`src/rtl/fetch_buffer_pkg.sv`:
```
// Shared types and constants for the instruction fetch buffer.
package fetch_buffer_pkg;

    typedef enum logic [1:0] {
        ST_BOOT = 2'd0,
        ST_RUN  = 2'd1,
        ST_HALT = 2'd2
    } fb_state_t;

    typedef struct packed {
        logic [31:0] instr;
        logic [31:0] pc;
    } fetch_entry_t;

    localparam logic [31:0] INSTR_NOP  = 32'h0000_0013;
    localparam logic [31:0] WORD_BYTES = 32'd4;

    // True when the byte address falls on an instruction-word boundary.
    function automatic logic is_word_aligned(input logic [31:0] addr);
        return (addr & (WORD_BYTES - 32'd1)) == 32'd0;
    endfunction

endpackage

```
`src/rtl/fb_fifo.sv`:
```
// Circular instruction buffer: DEPTH entries of {instr, pc}, flush empties it.
module fb_fifo
    import fetch_buffer_pkg::*;
#(
    parameter  int DEPTH = 2,
    localparam int PTR_W = $clog2(DEPTH),
    localparam int CNT_W = PTR_W + 1
) (
    input  logic             clk,
    input  logic             arst_n,
    input  logic             push,
    input  fetch_entry_t     push_data,
    input  logic             pop,
    input  logic             flush,
    output fetch_entry_t     head,
    output logic             full,
    output logic             empty,
    output logic [CNT_W-1:0] count
);

    logic [PTR_W-1:0] wr_ptr;
    logic [PTR_W-1:0] rd_ptr;
    fetch_entry_t     mem [DEPTH];
    logic             do_push;
    logic             do_pop;

    // Flush overrides both push and pop so the buffer is always empty afterwards.
    assign do_push = push && !flush;
    assign do_pop  = pop && !empty && !flush;

    assign empty = (count == '0);
    assign full  = (count == CNT_W'(DEPTH));
    assign head  = mem[rd_ptr];

    // Pointer and occupancy bookkeeping; pointers wrap naturally since DEPTH is a power of two.
    always_ff @(posedge clk or negedge arst_n) begin
        if (!arst_n) begin
            wr_ptr <= '0;
            rd_ptr <= '0;
            count  <= '0;
        end else if (flush) begin
            wr_ptr <= '0;
            rd_ptr <= '0;
            count  <= '0;
        end else begin
            if (do_push) wr_ptr <= wr_ptr + 1'b1;
            if (do_pop)  rd_ptr <= rd_ptr + 1'b1;
            count <= count + CNT_W'(do_push) - CNT_W'(do_pop);
        end
    end

    // Entry storage holds data only, so it carries no reset.
    always_ff @(posedge clk) begin
        if (do_push) mem[wr_ptr] <= push_data;
    end

endmodule

```
`src/rtl/fetch_buffer.sv`:
```
// Fetch front end: issues credit-limited reads to a 1-cycle instruction memory
// and buffers the returned words for the decode stage.
module fetch_buffer
    import fetch_buffer_pkg::*;
#(
    parameter int          DEPTH        = 2,
    parameter logic [31:0] RESET_VECTOR = 32'h0000_0000
) (
    input  logic        clk,
    input  logic        arst_n,
    input  logic [31:0] pc_in,
    output logic        pc_stall,
    output logic        imem_req,
    output logic [31:0] imem_addr,
    input  logic [31:0] imem_rdata,
    input  logic        flush,
    output logic        id_valid,
    input  logic        id_ready,
    output logic [31:0] id_instr,
    output logic [31:0] id_pc,
    output logic        misalign_err
);

    localparam int CNT_W = $clog2(DEPTH) + 1;

    fb_state_t        state;
    logic             req_vld_p1;
    logic [31:0]      req_addr_p1;
    logic [CNT_W-1:0] count;
    logic             full;
    logic             empty;
    logic             push;
    logic             pop;
    logic             credit_ok;
    logic             issue;
    logic             misaligned;
    fetch_entry_t     head;
    fetch_entry_t     push_data;

    // A slot is reserved for every outstanding read, so the buffer can never overflow.
    assign credit_ok  = (count + CNT_W'(req_vld_p1)) < CNT_W'(DEPTH);
    assign issue      = (state == ST_RUN) && credit_ok && !flush;
    assign misaligned = !is_word_aligned(pc_in);

    assign imem_req  = issue && !misaligned;
    // While booting the bus shows the reset vector, the first address the PC will present.
    assign imem_addr = (state == ST_BOOT) ? RESET_VECTOR : pc_in;
    assign pc_stall  = (state == ST_RUN) ? !imem_req : 1'b1;

    // A response returning in a flush cycle is stale; the FIFO drops it.
    assign push      = req_vld_p1;
    assign push_data = '{instr: imem_rdata, pc: req_addr_p1};
    assign pop       = id_valid && id_ready;

    assign id_valid = !empty;
    assign id_instr = empty ? 32'd0 : head.instr;
    assign id_pc    = empty ? 32'd0 : head.pc;

    // Control FSM: one idle boot cycle, then fetch until a misaligned issue halts it.
    always_ff @(posedge clk or negedge arst_n) begin
        if (!arst_n) begin
            state        <= ST_BOOT;
            misalign_err <= 1'b0;
        end else begin
            case (state)
                ST_BOOT: state <= ST_RUN;
                ST_RUN: begin
                    if (issue && misaligned) begin
                        misalign_err <= 1'b1;
                        state        <= ST_HALT;
                    end
                end
                ST_HALT: state <= ST_HALT;
                default: state <= ST_BOOT;
            endcase
        end
    end

    // Request stage -> response stage: track the outstanding read.
    always_ff @(posedge clk or negedge arst_n) begin
        if (!arst_n) req_vld_p1 <= 1'b0;
        else         req_vld_p1 <= imem_req;
    end

    // Request stage -> response stage: address travelling with the read.
    always_ff @(posedge clk) begin
        if (imem_req) req_addr_p1 <= pc_in;
    end

    fb_fifo #(.DEPTH(DEPTH)) u_fifo (
        .clk       (clk),
        .arst_n    (arst_n),
        .push      (push),
        .push_data (push_data),
        .pop       (pop),
        .flush     (flush),
        .head      (head),
        .full      (full),
        .empty     (empty),
        .count     (count)
    );

    a_no_overflow: assert property (@(posedge clk) disable iff (!arst_n) push |-> !full)
        else $error("fetch_buffer: push into full FIFO");

endmodule

```
`config.mk`:
```
export PLATFORM = sky130hd
export DESIGN_NAME = fetch_buffer
export DESIGN_NICKNAME = d
export VERILOG_FILES = /design/src/rtl/fetch_buffer_pkg.sv /design/src/rtl/fb_fifo.sv /design/src/rtl/fetch_buffer.sv
export SDC_FILE = /design/constraint.sdc
export NUM_CORES = 1
export LEC_CHECK = 0
export CELL_PAD_IN_SITES_DETAIL_PLACEMENT = 2
export CELL_PAD_IN_SITES_GLOBAL_PLACEMENT = 2
export CORE_MARGIN = 2
export CORE_UTILIZATION = 34
export DETAILED_ROUTE_END_ITERATION = 12
export PLACE_DENSITY_LB_ADDON = 0.1
export SLEW_MARGIN = 20
export SYNTH_ARGS = -nofsm -noshare
export SYNTH_HDL_FRONTEND = slang
export SYNTH_SLANG_ARGS = --single-unit
export TNS_END_PERCENT = 100
```
`constraint.sdc`:
```
create_clock -name clk -period 5.4 [get_ports clk]
set_clock_uncertainty 0.05 [all_clocks]
set_input_delay 0.54 -clock clk [delete_from_list [all_inputs] [get_ports clk]]
set_output_delay 0.54 -clock clk [all_outputs]
set_load 0.01 [all_outputs]
```
# Yosys cells after proc, flatten, opt, wreduce, memory -nomap -nowiden
# Memory sizes are Yosys's and may differ from the RTL's.
# Index checks and enable logic that the tools add are counted.
[op_classes]
addsub = 5
magnitude_cmp = 1
n_eq_ne = 3
mux = 13
reduce_logical = 18
[ops]
columns = ["operator", "n"]
rows = [
  ["$mux 32", 3],
  ["$logic_not 32->1", 1],
  ["$logic_and 1x1->1", 8],
  ["$mux 1", 7],
  ["$pmux 2 s3", 1],
  ["$add 2x1->2", 2],
  ["$logic_not 1->1", 4],
  ["$logic_not 2->1", 2],
  ["$mux 2", 2],
  ["$reduce_bool 2->1", 2],
  ["$add 1x1->1 const B", 2],
  ["$eq 2x1->1 const B", 1],
  ["$eq 2x2->1 const B", 1],
  ["$lt 2x2->1 const B", 1],
  ["$ne 2x1->1 const B", 1],
  ["$reduce_and 2->1", 1],
  ["$sub 2x1->2", 1],
]
[word_totals]
register_bits = 40
ramBits = 128
input_bits = 68
out_inout_bits = 100
elab_cells = 48
memories = 1
[memory_table]
columns = ["memory", "depth", "width", "read_ports", "rd_ports_with_merged_regs", "write_ports", "line", "source"]
rows = [
  ["u_fifo.mem", 2, 64, 1, 0, 1, "fb_fifo.sv:23", "fetch_entry_t mem [DEPTH];"],
]

# Depth between registers and ports, before layout
[logic_depth]
depth_word = 7
depth_mapped = 7
depth_no_buf = 7

# Hierarchy
# A second synthesis with hierarchy kept.
[hier_totals]
cells_unflattened = 382
hier_area_um2 = 6734.0
[by_module_without_submodules]
columns = ["module", "n_inst", "cells_per_inst", "area_per_inst_um2", "seq_area_each_um2"]
rows = [
  ["fb_fifo", 1, 222, 4858.4, 3943.8],
  ["fetch_buffer", 1, 160, 1875.5, 1061.0],
]

# Least setup slack after synthesis
# Ideal clock, no wire load.
[synth_path]
path_kind = "input-to-reg"
start = "input port flush"
end = "memory u_fifo.mem[0][0] (netlist name) (enable)"
setup_ns = 0.494
arrival_ns = 3.733
required_time_ns = 4.856
path_slack_ns = 1.124
cell_stages = 3
n_path_buf = 1
path_cell_list = "buf_2 -> nor2b_1 -> nor2b_1"
[synth_between]
elab_chain_len = 4
[synth_lines]
columns = ["element", "line", "source"]
rows = [
  ["from (decl)", "fetch_buffer.sv:16", "input logic flush,"],
  ["$logic_not 1->1", "fb_fifo.sv:28", "assign do_push = push && !flush;"],
  ["$logic_and 1x1->1", "fb_fifo.sv:28", ""],
  ["$mux 1", "fb_fifo.sv:54", "if (do_push) mem[wr_ptr] <= push_data;"],
  ["$mux 1 (not written as such)", "fb_fifo.sv:54", ""],
  ["to (decl)", "fb_fifo.sv:23", ""],
]
# Every way passes these cells.

# Worst setup path after layout
[layout_path]
start = "register u_fifo.count[0]"
end = "output port id_pc[15]"
[layout_between]
elab_chain_len = 2
[layout_lines]
columns = ["element", "line", "source"]
rows = [
  ["from (decl)", "fb_fifo.sv:18", "output logic [CNT_W-1:0] count"],
  ["from (signal assigned)", "fb_fifo.sv:48", "count <= count + CNT_W'(do_push) - CNT_W'(do_pop);"],
  ["$logic_not 2->1", "fb_fifo.sv:31", "assign empty = (count == '0);"],
  ["$mux 32", "fetch_buffer.sv:57", "assign id_pc = empty ? 32'd0 : head.pc;"],
  ["to (decl)", "fetch_buffer.sv:20", "output logic [31:0] id_pc,"],
]
# Every way passes these cells.

==> impl_summary.txt <==
----------------------------------------------------
[Run status]
  Result of the run ... finished, final reports clean

[Placed design]
  Final HPWL from detailed placement ... about 10000 um
  GP Congestion ... between 0.6 and 0.7
  Quantity of I/O buffers inserted on ports ... 167
  Placed standard-cell area ... 8420 um^2
  Post-placement setup slack ... 2.15 ns
  Number of instances in the placed design ... roughly 770

[Route]
  Total DRC errors in the routed layout ... 0
  Iteration count of the initial detailed-routing pass ... 6
  Routed via count ... 3738
  Vias per Instance ... 4.65
  Total Wirelength ... 15700 um
  Number of DRC violations after detailed-routing iteration 0 ... 178
  Post-detailed-route wirelength per cell ... 19.5 um
  Count of nets left with antenna violations after detail routing ... 0

[Worst setup path]
  Required time of the worst setup path ... 4.81 ns
  Worst flop-to-flop path endpoint ... u_fifo.mem[0][2]$_DFFE_PP_
  Crit path from ... u_fifo.count[0]$_DFF_PN0_
  Largest fanout of any net on the critical path ... 52
  Critical path class ... reg2out
  R2R setup slack ... 3.05 ns
  Capturing instance or port of the critical path ... id_pc[15]
  RR Startpoint ... push$_DFF_PN0_
  Worst Reg2Reg Path Length in Cells ... 3
  Arrival time at the worst endpoint ... 2.59 ns
  Type of origin of the critical path ... flop
  Sort of element at the end of the critical path ... primary output

[Timing]
  Fraction of the cycle the final worst path needs ... 58.9%
  Minimum hold slack ... about 0.36 ns
  Final critical path time including I/O delays and setup ... 3.18 ns
  Final worst setup slack ... 2.22 ns
  Number of setup violations in the final report ... 0
  Relative slew slack ... between 30 and 40%
  Worst Tran Pin Value ... roughly 1.0 ns
  Fmax ... 314 MHz
  Fin. Hold Viols ... 0
  Setup_tns ... 0 ns
  Unrepaired setup endpoints after global routing ... false
  Count of final max-slew check failures ... 0

[Floorplan]
  FP Rows ... 50
  Die Area ... 20100 um^2
  Horizontal die dimension ... 142 um
  Area of the core region ... 18600 um^2
  Die Y ... roughly 140 um
  Initial Utilization ... 34.6%
  Count of pins on the block boundary ... 168

[GRT]
  Global-route wire length before repair ... around 24000 um
  Remaining global-route overflow ... 0
  Maximum number of pins on one net before global-route repair ... 65
  Number of antenna violations at the first check in global routing ... 1
  Vias in the first global route ... roughly 4.2k
  GRT Overall Usage ... 16.1%

[Synth]
  Post-synth top area share ... ~75%
  Largest cells by area after synthesis ... sky130_fd_sc_hd__edfxtp_1, sky130_fd_sc_hd__mux2i_1, sky130_fd_sc_hd__nor2_1, sky130_fd_sc_hd__nor2b_1, sky130_fd_sc_hd__dfrtp_1
  Top flip-flop cell by instance count after synthesis ... sky130_fd_sc_hd__edfxtp_1
  Flip-flop and latch count after synthesis ... 168
  Post-Synthesis Mean Instance Area ... between 15 and 20 um^2
  Number of synthesized flops with an enable pin ... 160
  Net count after synthesis ... between 400 and 500
  Post-Synthesis Cells ... 381
  Cell type contributing the most total cell area after synthesis ... sky130_fd_sc_hd__edfxtp_1
  Sequential-to-total area share from yosys stat ... 77.6%
  Summed instance area of the synthesized netlist ... 6450 um^2
  Number of library cell types mapped by synthesis ... 21
  Ys async rst share ... between 4 and 5%
  Syn. warnings ... 0

[Clock tree]
  Cts hold-fix bufs ... 0
  Root buffer cell ... sky130_fd_sc_hd__clkbuf_16
  Latest clock arrival within the worst-skew pair ... 0.43 ns
  Maximum number of buffers from clock root to sink ... 2
  Num CTS Buffers ... 17
  Clock sink count ... 168
  Resized Gates After CTS ... 0
  CTS clock-pin slew for the worst setup and hold paths ... 0.06 ns
  TritonCTS clock tree ... done
  Post-CTS Setup Bufs ... 0
  Number of H-tree branching levels ... 4

[Power]
  Design Power ... ~3.2 mW
  Leakage power summed over all cells ... approximately 2.9 nW
  Maximum ir drop on the vdd rail ... 217 uV
  Power density relative to cell area ... 351 nW/um^2

[Layout]
  Final-layout fill cell count ... 1781
  Layout cells sized above 1 ... 7.91%
  Area delta synth->final ... 39.1%
  Storage cell area ... about 5000 um^2
  Count of placed standard cells in the final layout, fillers left out ... 804
  Area of the multi-input gates ... about 1300 um^2
  Final layout net count ... 628
  Utilization after layout ... about half
  Final Cell Area ... 8970 um^2

[Job]
  Count of max-cap constraint violations ... 0

[Hold path]
  Type of the worst min-delay path ... in2async

----------------------------------------------------
==> report_power, final <==
group / internal, mW / switching [mW]
registers: 1.45 / 0.0178
logic: 0.282 / 0.256
clock network: 0.635 / 0.506
==> placed cells by master, fill, tap and decap left out, drive strengths merged, types with 2 or more instances in the layout <==
cell / netlist / final
buf: 13 / 7
clkbuf: 5 / 17
clkdlybuf4s50: 0 / 167
clkinv: 0 / 9
dfrtp: 8 / 8
edfxtp: 160 / 160
ha: 4 / 4
inv: 6 / 10
mux2: 2 / 2
mux2i: 64 / 64
nor2: 71 / 71
nor2b: 35 / 35
o21ai: 2 / 2
o41ai: 2 / 2
xnor2: 2 / 2
xor2: 2 / 2
==> how the worst min path moves through the flow <==
stage                         startpoint                           to  cells after the start  slack [ns]
2_1_floorplan                     arst_n     misalign_err$_DFFE_PN0P_                      0        0.19
3_3_place_gp   req_addr_p1[24]$_DFFE_PP_  u_fifo.mem[0][24]$_DFFE_PP_                      0        0.37
3_5_place_dp   req_addr_p1[26]$_DFFE_PP_  u_fifo.mem[0][26]$_DFFE_PP_                      0        0.38
4_1_cts                           arst_n               push$_DFF_PN0_                      1        0.34
5_1_grt                           arst_n    u_fifo.count[1]$_DFF_PN0_                      1        0.38
6_report                          arst_n    u_fifo.count[1]$_DFF_PN0_                      1        0.36
==> final cells by class <==
cell class,instances,share of cell area (%)
sequential,168,55.8
tap,234,3.26
inverter,6,0.251
clock inverter,15,1.42
clock buffer,17,4.74
timing repair buffer,174,19.5
antenna,1,0.0279
multi-input combinational,189,15.0
==> critical path, cell delays in order (launching register included) <==
cell,delay [ns]
sky130_fd_sc_hd__dfrtp_1,0.46
sky130_fd_sc_hd__nor2_4,0.40
sky130_fd_sc_hd__buf_4,0.60
sky130_fd_sc_hd__nor2_1,0.17
sky130_fd_sc_hd__clkdlybuf4s50_1,0.52
==> flip-flops by register name (all words and copies together) (netlist names) <==
signal,cells
u_fifo.mem,128
req_addr_p1,32
state,2
u_fifo.count,2
misalign_err,1
push,1
u_fifo.rd_ptr,1
u_fifo.wr_ptr,1
==> cell families after synthesis <==
kind of cell | count (synthesis) | synth area share (%)
flops | 168 | 77.6
mux | 66 | 10.3
simple gates | 110 | 8.05
compound gates | 5 | 0.893
xor+xnor | 4 | 0.543
buf+inv | 24 | 1.84
fa+ha+maj | 4 | 0.776
==> metal layers <==
metal,vias to the layer above,track usage (%),share of wire (%)
met2,115,28.0,51
met1,1873,19.3,43
met4,0,5.68,1.3
li1,1736,-,-
met5,-,0,0
met3,14,4.32,4.6
==> synth_stat cells, types with 2 or more instances <==
library cell and instances:
sky130_fd_sc_hd__nor2b_1 35, sky130_fd_sc_hd__clkbuf_1 5, sky130_fd_sc_hd__dfrtp_1 8, sky130_fd_sc_hd__buf_2 8, sky130_fd_sc_hd__inv_1 6, sky130_fd_sc_hd__buf_4 5, sky130_fd_sc_hd__edfxtp_1 160, sky130_fd_sc_hd__xor2_1 2
sky130_fd_sc_hd__xnor2_1 2, sky130_fd_sc_hd__ha_1 4, sky130_fd_sc_hd__nor2_1 71, sky130_fd_sc_hd__mux2i_1 64, sky130_fd_sc_hd__o21ai_0 2, sky130_fd_sc_hd__mux2_1 2
Power figures use the tool's default switching activity.
